===== config.mk =====
export PLATFORM = sky130hd
export DESIGN_NAME = dac_bus_receiver
export DESIGN_NICKNAME = d
export VERILOG_FILES = /design/src/rtl/dac_bus_pkg.sv /design/src/rtl/bus_sync.sv /design/src/rtl/dac_bus_receiver.sv
export SDC_FILE = /design/constraint.sdc
export NUM_CORES = 1
export LEC_CHECK = 0
export ABC_AREA = 1
export BUFFER_PORTS_ARGS = -buffer_cell sky130_fd_sc_hd__clkbuf_2
export CORE_MARGIN = 4
export CORE_UTILIZATION = 55
export CTS_BUF_LIST = sky130_fd_sc_hd__clkbuf_8
export DETAILED_ROUTE_END_ITERATION = 8
export PLACE_DENSITY = 0.77
export SLEW_MARGIN = 25
export SYNTH_ARGS = -nofsm -noshare
export SYNTH_HDL_FRONTEND = slang
export SYNTH_SLANG_ARGS = --single-unit

===== constraint.sdc =====
create_clock -name clk -period 4.79 [get_ports clk]
set_clock_uncertainty 0.05 [all_clocks]
set_input_delay 0.958 -clock clk [delete_from_list [all_inputs] [get_ports clk]]
set_output_delay 0.958 -clock clk [all_outputs]
set_load 0.005 [all_outputs]

===== src/rtl/dac_bus_pkg.sv =====
// Shared types and constants for the DAC bus responder: channel/data widths,
// the transaction state encoding, the packed bus bundle and its reset value.
package dac_bus_pkg;

  localparam int unsigned NUM_CH = 4;
  localparam int unsigned DATA_W = 8;
  localparam int unsigned ADDR_W = 2;

  typedef enum logic [1:0] {
    IDLE     = 2'd0,
    SELECTED = 2'd1,
    WRITING  = 2'd2
  } state_t;

  // Every bus pin travels through the synchronizer as one field of this bundle.
  typedef struct packed {
    logic              cs_n;
    logic              wr_n;
    logic              ldac_n;
    logic              clr_n;
    logic              pd;
    logic              gain;
    logic [ADDR_W-1:0] addr;
    logic [DATA_W-1:0] data;
  } bus_t;

  localparam int unsigned BUS_W = $bits(bus_t);

  // Active-low strobes idle high, so the synchronizer must not show a
  // spurious falling edge as it leaves reset.
  localparam logic CS_RST   = 1'b1;
  localparam logic WR_RST   = 1'b1;
  localparam logic LDAC_RST = 1'b1;
  localparam logic CLR_RST  = 1'b1;

  localparam bus_t BUS_RST = '{
    cs_n:   CS_RST,
    wr_n:   WR_RST,
    ldac_n: LDAC_RST,
    clr_n:  CLR_RST,
    pd:     1'b0,
    gain:   1'b0,
    addr:   '0,
    data:   '0
  };

  typedef logic [NUM_CH-1:0][DATA_W-1:0] regs_t;

  // Returns the register bank with one channel replaced when en is set.
  function automatic regs_t write_through(input regs_t             regs,
                                          input logic [ADDR_W-1:0] addr,
                                          input logic [DATA_W-1:0] data,
                                          input logic              en);
    regs_t result;
    result = regs;
    if (en) result[addr] = data;
    return result;
  endfunction

endpackage


===== src/rtl/bus_sync.sv =====
// Multi-stage flip-flop synchronizer for a bundle of asynchronous inputs.
// Each bit gets its own identical chain; RST_VAL sets the per-bit reset level.
module bus_sync #(
  parameter int unsigned     WIDTH       = 1,
  parameter int unsigned     SYNC_STAGES = 2,
  parameter logic [WIDTH-1:0] RST_VAL    = '0
) (
  input  logic             clk,
  input  logic             reset,
  input  logic [WIDTH-1:0] din,
  output logic [WIDTH-1:0] dout
);

  // A single stage gives no metastability protection at all.
  if (SYNC_STAGES < 2) begin : g_stage_check
    $error("bus_sync needs at least 2 stages");
  end

  // Element 0 is the first (pin-facing) stage.
  logic [SYNC_STAGES-1:0][WIDTH-1:0] sync_q;
  logic [SYNC_STAGES-1:0][WIDTH-1:0] sync_d;

  // Shift the pin values one stage deeper every cycle.
  always_comb begin
    sync_d = {sync_q[SYNC_STAGES-2:0], din};
  end

  // Chain registers, preset to the idle bus levels.
  // NOTE: clocked state uses non-blocking assignments so every flop samples
  // the pre-edge value of its neighbour; blocking here would collapse the chain.
  always_ff @(posedge clk or posedge reset) begin
    if (reset) sync_q <= {SYNC_STAGES{RST_VAL}};
    else       sync_q <= sync_d;
  end

  assign dout = sync_q[SYNC_STAGES-1];

endmodule


===== src/rtl/dac_bus_receiver.sv =====
// Responder for the quad 8-bit parallel DAC bus. Synchronizes the bus,
// tracks CS/WR transactions, commits writes into per-channel input registers,
// transfers them to the output registers on LDAC falling, and flags protocol
// violations in a sticky error bit.
module dac_bus_receiver
  import dac_bus_pkg::*;
#(
  parameter int unsigned SYNC_STAGES = 2
) (
  input  logic              clk,
  input  logic              reset,
  input  logic              CS,
  input  logic              WR,
  input  logic              LDAC,
  input  logic              CLR,
  input  logic              PD,
  input  logic              GAIN,
  input  logic              A0,
  input  logic              A1,
  input  logic [DATA_W-1:0] DATA,
  input  logic              err_clear,
  output logic [DATA_W-1:0] dac0,
  output logic [DATA_W-1:0] dac1,
  output logic [DATA_W-1:0] dac2,
  output logic [DATA_W-1:0] dac3,
  output logic              wr_strobe,
  output logic [ADDR_W-1:0] wr_addr,
  output logic [DATA_W-1:0] wr_data,
  output logic              update_strobe,
  output logic              powered,
  output logic              gain,
  output logic              proto_err
);

  // ---------------------------------------------------------------------------
  // Synchronizer
  // ---------------------------------------------------------------------------
  bus_t             bus_raw;
  bus_t             bus_s;
  logic [BUS_W-1:0] bus_sync_out;

  assign bus_raw = '{
    cs_n:   CS,
    wr_n:   WR,
    ldac_n: LDAC,
    clr_n:  CLR,
    pd:     PD,
    gain:   GAIN,
    addr:   {A1, A0},
    data:   DATA
  };

  bus_sync #(
    .WIDTH       (BUS_W),
    .SYNC_STAGES (SYNC_STAGES),
    .RST_VAL     (BUS_RST)
  ) u_bus_sync (
    .clk   (clk),
    .reset (reset),
    .din   (bus_raw),
    .dout  (bus_sync_out)
  );

  assign bus_s = bus_t'(bus_sync_out);

  // ---------------------------------------------------------------------------
  // Edge detection on the last synchronizer stage
  // ---------------------------------------------------------------------------
  logic wr_prev_q, wr_prev_d;
  logic ldac_prev_q, ldac_prev_d;
  logic wr_rise, wr_fall, ldac_fall;

  // Delayed copies of the synchronized strobes.
  always_comb begin
    wr_prev_d   = bus_s.wr_n;
    ldac_prev_d = bus_s.ldac_n;
  end

  // Edge-history flops, idle high like the strobes themselves.
  always_ff @(posedge clk or posedge reset) begin
    if (reset) begin
      wr_prev_q   <= WR_RST;
      ldac_prev_q <= LDAC_RST;
    end else begin
      wr_prev_q   <= wr_prev_d;
      ldac_prev_q <= ldac_prev_d;
    end
  end

  assign wr_rise   = ~wr_prev_q &  bus_s.wr_n;
  assign wr_fall   =  wr_prev_q & ~bus_s.wr_n;
  assign ldac_fall =  ldac_prev_q & ~bus_s.ldac_n;

  // ---------------------------------------------------------------------------
  // Transaction state machine
  // ---------------------------------------------------------------------------
  state_t state_q, state_d;
  logic   fsm_commit;
  logic   fsm_abort;

  // State register.
  always_ff @(posedge clk or posedge reset) begin
    if (reset) state_q <= IDLE;
    else       state_q <= state_d;
  end

  // Next state from the synchronized CS/WR levels.
  // NOTE: every combinational output gets a default before any branch, so no
  // path leaves it unassigned and no latch is inferred.
  always_comb begin
    state_d = state_q;
    unique case (state_q)
      IDLE: begin
        if (!bus_s.cs_n) state_d = bus_s.wr_n ? SELECTED : WRITING;
      end
      SELECTED: begin
        if (bus_s.cs_n)       state_d = IDLE;
        else if (!bus_s.wr_n) state_d = WRITING;
      end
      WRITING: begin
        if (bus_s.cs_n)      state_d = IDLE;
        else if (bus_s.wr_n) state_d = SELECTED;
      end
      default: state_d = IDLE;
    endcase
  end

  // Commit on WR rising while still selected; CS leaving mid-write aborts.
  // CS and WR rising together also counts as an abort: the write was never
  // closed by WR while the device was selected.
  always_comb begin
    fsm_commit = 1'b0;
    fsm_abort  = 1'b0;
    if (state_q == WRITING) begin
      fsm_commit = ~bus_s.cs_n & wr_rise;
      fsm_abort  =  bus_s.cs_n;
    end
  end

  // ---------------------------------------------------------------------------
  // Register banks, write report, strobes and error flag
  // ---------------------------------------------------------------------------
  regs_t             in_reg_q, in_reg_d;
  regs_t             dac_q, dac_d;
  logic [ADDR_W-1:0] wr_addr_q, wr_addr_d;
  logic [DATA_W-1:0] wr_data_q, wr_data_d;
  logic              wr_strobe_q, wr_strobe_d;
  logic              update_strobe_q, update_strobe_d;
  logic              proto_err_q, proto_err_d;

  logic clr_active;
  logic commit;
  logic update;
  logic violation;

  assign clr_active = ~bus_s.clr_n;
  assign commit     = fsm_commit & ~clr_active;
  assign update     = ldac_fall & ~clr_active;
  assign violation  = fsm_abort | (wr_fall & bus_s.cs_n);

  // Bank updates: a commit lands in the input bank, and an LDAC edge in the
  // same cycle copies the already-updated bank so the new value passes
  // straight through. CLR overrides everything.
  always_comb begin
    in_reg_d = write_through(in_reg_q, bus_s.addr, bus_s.data, commit);
    dac_d    = update ? in_reg_d : dac_q;
    if (clr_active) begin
      in_reg_d = '0;
      dac_d    = '0;
    end
  end

  // Write report, one-cycle strobes and the sticky error flag.
  always_comb begin
    wr_addr_d       = commit ? bus_s.addr : wr_addr_q;
    wr_data_d       = commit ? bus_s.data : wr_data_q;
    wr_strobe_d     = commit;
    update_strobe_d = update;
    // A fresh violation wins over a simultaneous clear.
    proto_err_d     = violation | (proto_err_q & ~err_clear);
  end

  // Datapath registers.
  // NOTE: the channel banks are only eight bytes and must read back as zero
  // after reset, so they are reset like ordinary control flops rather than
  // being left to power-up contents like a RAM.
  always_ff @(posedge clk or posedge reset) begin
    if (reset) begin
      in_reg_q        <= '0;
      dac_q           <= '0;
      wr_addr_q       <= '0;
      wr_data_q       <= '0;
      wr_strobe_q     <= 1'b0;
      update_strobe_q <= 1'b0;
      proto_err_q     <= 1'b0;
    end else begin
      in_reg_q        <= in_reg_d;
      dac_q           <= dac_d;
      wr_addr_q       <= wr_addr_d;
      wr_data_q       <= wr_data_d;
      wr_strobe_q     <= wr_strobe_d;
      update_strobe_q <= update_strobe_d;
      proto_err_q     <= proto_err_d;
    end
  end

  // ---------------------------------------------------------------------------
  // Outputs
  // ---------------------------------------------------------------------------
  assign dac0          = dac_q[0];
  assign dac1          = dac_q[1];
  assign dac2          = dac_q[2];
  assign dac3          = dac_q[3];
  assign wr_strobe     = wr_strobe_q;
  assign wr_addr       = wr_addr_q;
  assign wr_data       = wr_data_q;
  assign update_strobe = update_strobe_q;
  assign proto_err     = proto_err_q;
  assign powered       = bus_s.pd;
  assign gain          = bus_s.gain;

endmodule


Yosys cells after proc, flatten, opt, wreduce, memory -nomap -nowiden
Cells that the tools add are included.

Register bits after elaboration: 113. Input port bits: 19. Output and inout bits: 47. Word-level logic and storage cells: 60.

Order comparisons: 2. Eq/ne operators: 6. Muxes and demuxes: 16. Bitwise operators: 15. Reduce and logical (&&, ||, !) cells: 3.

Operator list (number): $mux W32 (4); $bwmux W32 (1); $demux W8 S2 (1); $mux W2 (6); $and A1 B1 Y1 (8); $mux W8 (1); $pmux W2 S3 (1); $not A1 Y1 (5); $ne A2 B2 Y1 const B (2); $lt A2 B3 Y1 const B (1); $ne A3 B1 Y1 const B (1); $ne A3 B2 Y1 const B (1); $reduce_and A3 Y1 (1); $eq A2 B1 Y1 const B (1); $eq A2 B2 Y1 const B (1); $ge A2 B1 Y1 const B (1); $logic_not A2 Y1 (1); $mux W1 (2); $or A1 B1 Y1 (2); $logic_and A1 B1 Y1 (1).

Depth between registers and ports, before layout
Word-level depth: 8. Gate-level depth with buffers: 9.

By module
Synthesis repeated with hierarchy kept, for this count alone.

Cell total of the unflattened synthesis: 470. Area total of the unflattened synthesis: 4431.8 µm².

Modules (own cells, without submodules): dac_bus_receiver (times used 1, cells each 437, area an instance 3617.2 µm², sequential area each 2029.4 µm²); bus_sync (times used 1, cells each 33, area an instance 814.5 µm², sequential area each 810.8 µm²).

Least setup slack after synthesis
No wires, ideal clock.

Path type: reg-to-reg. Start point: reg u_bus_sync.sync_q (netlist bit u_bus_sync.dout[14]). End point: reg dac_q (netlist bit dac3[0]). Setup time: 0.118 ns. Arrival: 1.233 ns. Data required time: 4.622 ns. Setup slack: 3.389 ns. Cell stages (with the launch flop): 9. Period minus slack after synthesis: 1.401 ns. Path through: dfstp_2 inv_2 nor2_4 nand3_1 buf_2 nand2_1 nand2_1 nand3_1 nand2_1.

Longest elaborated chain between the ends: 7.

Ends and longest elaborated chain: start: declaration (line bus_sync.sv:20) `logic [SYNC_STAGES-1:0][WIDTH-1:0] sync_q;`; start signal: assignment (line bus_sync.sv:32) `if (reset) sync_q <= {SYNC_STAGES{RST_VAL}};`; start signal: assignment (line bus_sync.sv:33) `else sync_q <= sync_d;`; $and A1 B1 Y1 (line dac_bus_receiver.sv:90) `assign wr_rise = ~wr_prev_q & bus_s.wr_n;`; $and A1 B1 Y1 (line dac_bus_receiver.sv:135) `fsm_commit = ~bus_s.cs_n & wr_rise;`; $mux W1 (line dac_bus_receiver.sv:134) `if (state_q == WRITING) begin`; $and A1 B1 Y1 (line dac_bus_receiver.sv:157) `assign commit = fsm_commit & ~clr_active;`; $mux W32 (line dac_bus_pkg.sv:56) `if (en) result[addr] = data;`; $mux W32 (line dac_bus_receiver.sv:166) `dac_d = update ? in_reg_d : dac_q;`; $mux W32 (line dac_bus_receiver.sv:167) `if (clr_active) begin`; end signal: assignment (line dac_bus_receiver.sv:190) `dac_q <= '0;`; end signal: assignment (line dac_bus_receiver.sv:198) `dac_q <= dac_d;`; end: declaration (line dac_bus_receiver.sv:144) `regs_t dac_q, dac_d;`.

No other way between the ends. The select of a mux whose other input is x is not followed. A chain may end at the register's enable or synchronous reset.

Final worst setup path
Start point: reg u_bus_sync.sync_q (netlist bit u_bus_sync.dout[12]). End point: reg dac_q (netlist bit dac3[7]).

Longest elaborated chain between the ends: 4. Elaborated cells on any way between the ends: 6. Classes of those cells: eq/ne: 1; mux: 3; bitwise: 2.

Ends and longest elaborated chain (line): $and A1 B1 Y1 (dac_bus_receiver.sv:157); $mux W32 (dac_bus_pkg.sv:56); $mux W32 (dac_bus_receiver.sv:166); $mux W32 (dac_bus_receiver.sv:167).

Parallel ways exist; a longest one is shown, timed or not. The select of a mux whose other input is x is not followed.

==> flow_summary.json <==
{
  "status": "complete, no violations",
  "final_core_util_pct": 66.83,
  "detail-route-antenna-nets": 0,
  "fp.dieH_microns": 98.05,
  "cts_resized": 0,
  "die_w_microns": 98.05,
  "peakVddDrop_mv": 0.3236,
  "synth_seq_cells": 113,
  "arrival_ns": 2.80,
  "dieArea_sq_mm": 0.009613,
  "n_antenna_cell": 0,
  "ios": 66,
  "period_share_pct": 52.86,
  "coreArea_sq_mm": 0.007807,
  "cp_data_required_time_ns": 5.05,
  "crit_fanout": 33,
  "yosysUniqueCellTypes": 22,
  "worstReg2RegStart": "u_bus_sync.dout[12]",
  "clockBufferDepth": 2,
  "dpl_cell_area_sq_mm": 0.004832,
  "synth_edf_count": 0,
  "critPathLaunch": "u_bus_sync.dout[12]",
  "drive_gt1_share_pct": 22.84,
  "yosysTopAreaCellShare_pct": 57.80,
  "cp_common_cell": "nand2_1",
  "slew_viol_final": 0,
  "avgRoutedWirePerCell_microns": 14.47,
  "hold_start": "u_bus_sync.sync_d[16]",
  "clk_latency_ns": 0.43,
  "place_congestion": 0.8651,
  "viasPerCell": 5.100,
  "grt_remaining_overflow": 0,
  "cts_tree": "done",
  "crit_type": "reg -> reg",
  "hold_buffers": 0,
  "grt_setup_unrepaired": "no",
  "synth_area_leader_cell": "dfrtp_1",
  "dp_slack_ns": 2.026,
  "timing.final.ws_setup_ns": 2.258,
  "drc": 0,
  "grtUsageTotal_pct": 21.66,
  "leakagePower_uw": 0.002921,
  "multi_input_area_sq_mm": 0.001378,
  "dp_hpwl_microns": 6084,
  "grt_pass1_vias": 3438,
  "seqPwrFrac_pct": 51.6,
  "synth_area_sq_mm": 0.004459,
  "drv_cap": 0,
  "syn_inst": 476,
  "tns_ns": 0,
  "vias": 3356,
  "rows": 32,
  "root_buffer": "clkbuf_8",
  "seqCellArea_sq_mm": 0.002840,
  "p_int_uw": 1456,
  "drtPass1Iterations": 5,
  "synthesis.nets": 495,
  "finalCriticalPeriod_ns": 2.532,
  "cts_buffers": 17,
  "drtIter0Drc": 323,
  "ys_top_cells_by_area": "dfrtp_1 58%, nand2_1 13%, dfstp_2 5.9%",
  "fin_area_sq_mm": 0.005218,
  "hold_slack_ns": 0.3023,
  "slew-limit-headroom_pct": 38.64,
  "finalWirelength_microns": 9521,
  "clock.fmax_mhz": 395.0,
  "max_stage_delay_ns": 0.68,
  "netSwitchingFraction_pct": 26.27,
  "p_sw_uw": 518.6,
  "avgSynthCellArea_sq_um": 9.368,
  "async_reset_ff_share_pct": 100.0,
  "setup_viol": 0,
  "ys.flop_type": "dfrtp_1",
  "htreeDepth": 4,
  "fin_nets": 562,
  "grt_pass1_wl_microns": 16420,
  "p_clk_share_pct": 42.7,
  "post_cts_buffers": 0,
  "portBuffers": 65,
  "crit_chain": "inv_2 -> nor2_1 -> nand3_1 -> nand2_1 -> nand2_1 -> nand3_1 -> nand2_1",
  "yosys_warnings": 0,
  "tightest_slew_ns": 0.9194,
  "hold_viol": 0,
  "combPwrFrac_pct": 5.7,
  "hold_class": "reg -> reg",
  "slowest_stage": "dfstp_2",
  "endpoint_kind": "flip-flop",
  "clk_pin_slew_ns": 0.07,
  "worstSetupStartpointType": "flip-flop",
  "n_fill_cell": 645,
  "p_per_area_mw_per_mm2": 378.4,
  "syn2layout_area_growth_pct": 17.00,
  "start_util_pct": 57.12,
  "antenna_found_initial": 0,
  "clock-sinks": 113,
  "grt_max_degree": 91,
  "yosysSeqAreaShare_pct": 63.69
}
==> power groups by stage <==
stage | Combinational, uW | Sequential (uW) | Clock, uW
after global routing | 129 | 1020 | 911
after floorplan | 71.9 | 1030 | 0
after global placement | 109 | 1030 | 0
after detailed placement | 113 | 1040 | 0
after CTS | 114 | 1020 | 854
final | 112 | 1020 | 843
==> worst max-delay path: cells and delay by family, from the launching register on <==
kind	cells	cell delay (ns)
flip-flops	1	0.68
AND/OR/NAND/NOR	6	1.39
buffers and inverters	1	0.29
==> registers in the layout (all words and copies together) (netlist names) <==
signal and flops:
dac0 8, dac1 8, dac2 8, dac3 8
in_reg_q 32, ldac_prev_q 1, proto_err 1, state_q 2
u_bus_sync.dout 16, u_bus_sync.sync_d 16, update_strobe 1, wr_addr 2
wr_data 8, wr_prev_q 1, wr_strobe 1
==> Yosys cell counts, types with 3 or more instances <==
master / count
a21oi_1: 31
and2_1: 24
buf_2: 3
buf_4: 3
clkbuf_1: 9
dfrtp_1: 103
dfstp_2: 10
inv_1: 35
inv_2: 6
nand2_1: 157
nand3_1: 51
nor2_1: 25
nor2_2: 3
o21ai_0: 4
==> routing by layer <==
layer  GRT usage (%)  up-vias  share of wire [%]
met4           7.987        0                2.3
met5               0        -                  0
li1                -     1623                  -
met3           6.571       28                6.2
met1           29.77     1571                 45
met2           32.83      134                 47
==> through the flow <==
step	instances	total power, uW
detailed placement	626	1150
floorplan	476	1099
global placement	626	1144
finish	658	1974
CTS	658	1986
global route	658	2062
==> final cells by class <==
| cell class | instances | area share (%) |
|---|---|---|
| flip-flops and latches | 113 | 54.44 |
| multi-input cells | 304 | 26.40 |
| repair buffers | 66 | 6.379 |
| clock buffers | 18 | 4.748 |
| inverters | 41 | 3.046 |
| clock inverters | 14 | 2.542 |
| well taps | 102 | 2.446 |
==> path summary, 6_finish.rpt <==
check / endpoint / slack [ns] / cells after the start
worst max register to register: dac3[7] / 2.26 / 7
worst max-delay path: dac3[7] / 2.26 / 7
worst min-delay path: u_bus_sync.dout[0] / 0.30 / 0
worst min register to register: u_bus_sync.dout[0] / 0.30 / 0
max in group asynchronous: in_reg_q[16] / 3.24 / 3
min in group asynchronous: u_bus_sync.dout[11] / 0.62 / 2
==> placed cells by master (no fill, tap or decap), types with 4 or more instances in the layout <==
cell / Yosys / final
nand3_1: 51 / 51
dfrtp_1: 103 / 103
clkbuf_8: 0 / 18
inv_2: 6 / 7
o21ai_0: 4 / 4
clkbuf_2: 0 / 65
dfstp_2: 10 / 10
inv_6: 0 / 4
nor2_1: 25 / 25
nand2_1: 157 / 156
and2_1: 24 / 24
clkinv_4: 0 / 5
inv_1: 35 / 33
a21oi_1: 31 / 31
==> kinds of logic (layout without fill, tap and decap cells) <==
group	count (synthesis)	after routing	share of synthesized area (%)
AOI/OAI and AO/OA	35	35	3.928
buffers and inverters	59	139	5.471
DFF	113	113	63.69
and+or+nand+nor	269	269	26.91
Power figures use the tool's default switching activity.
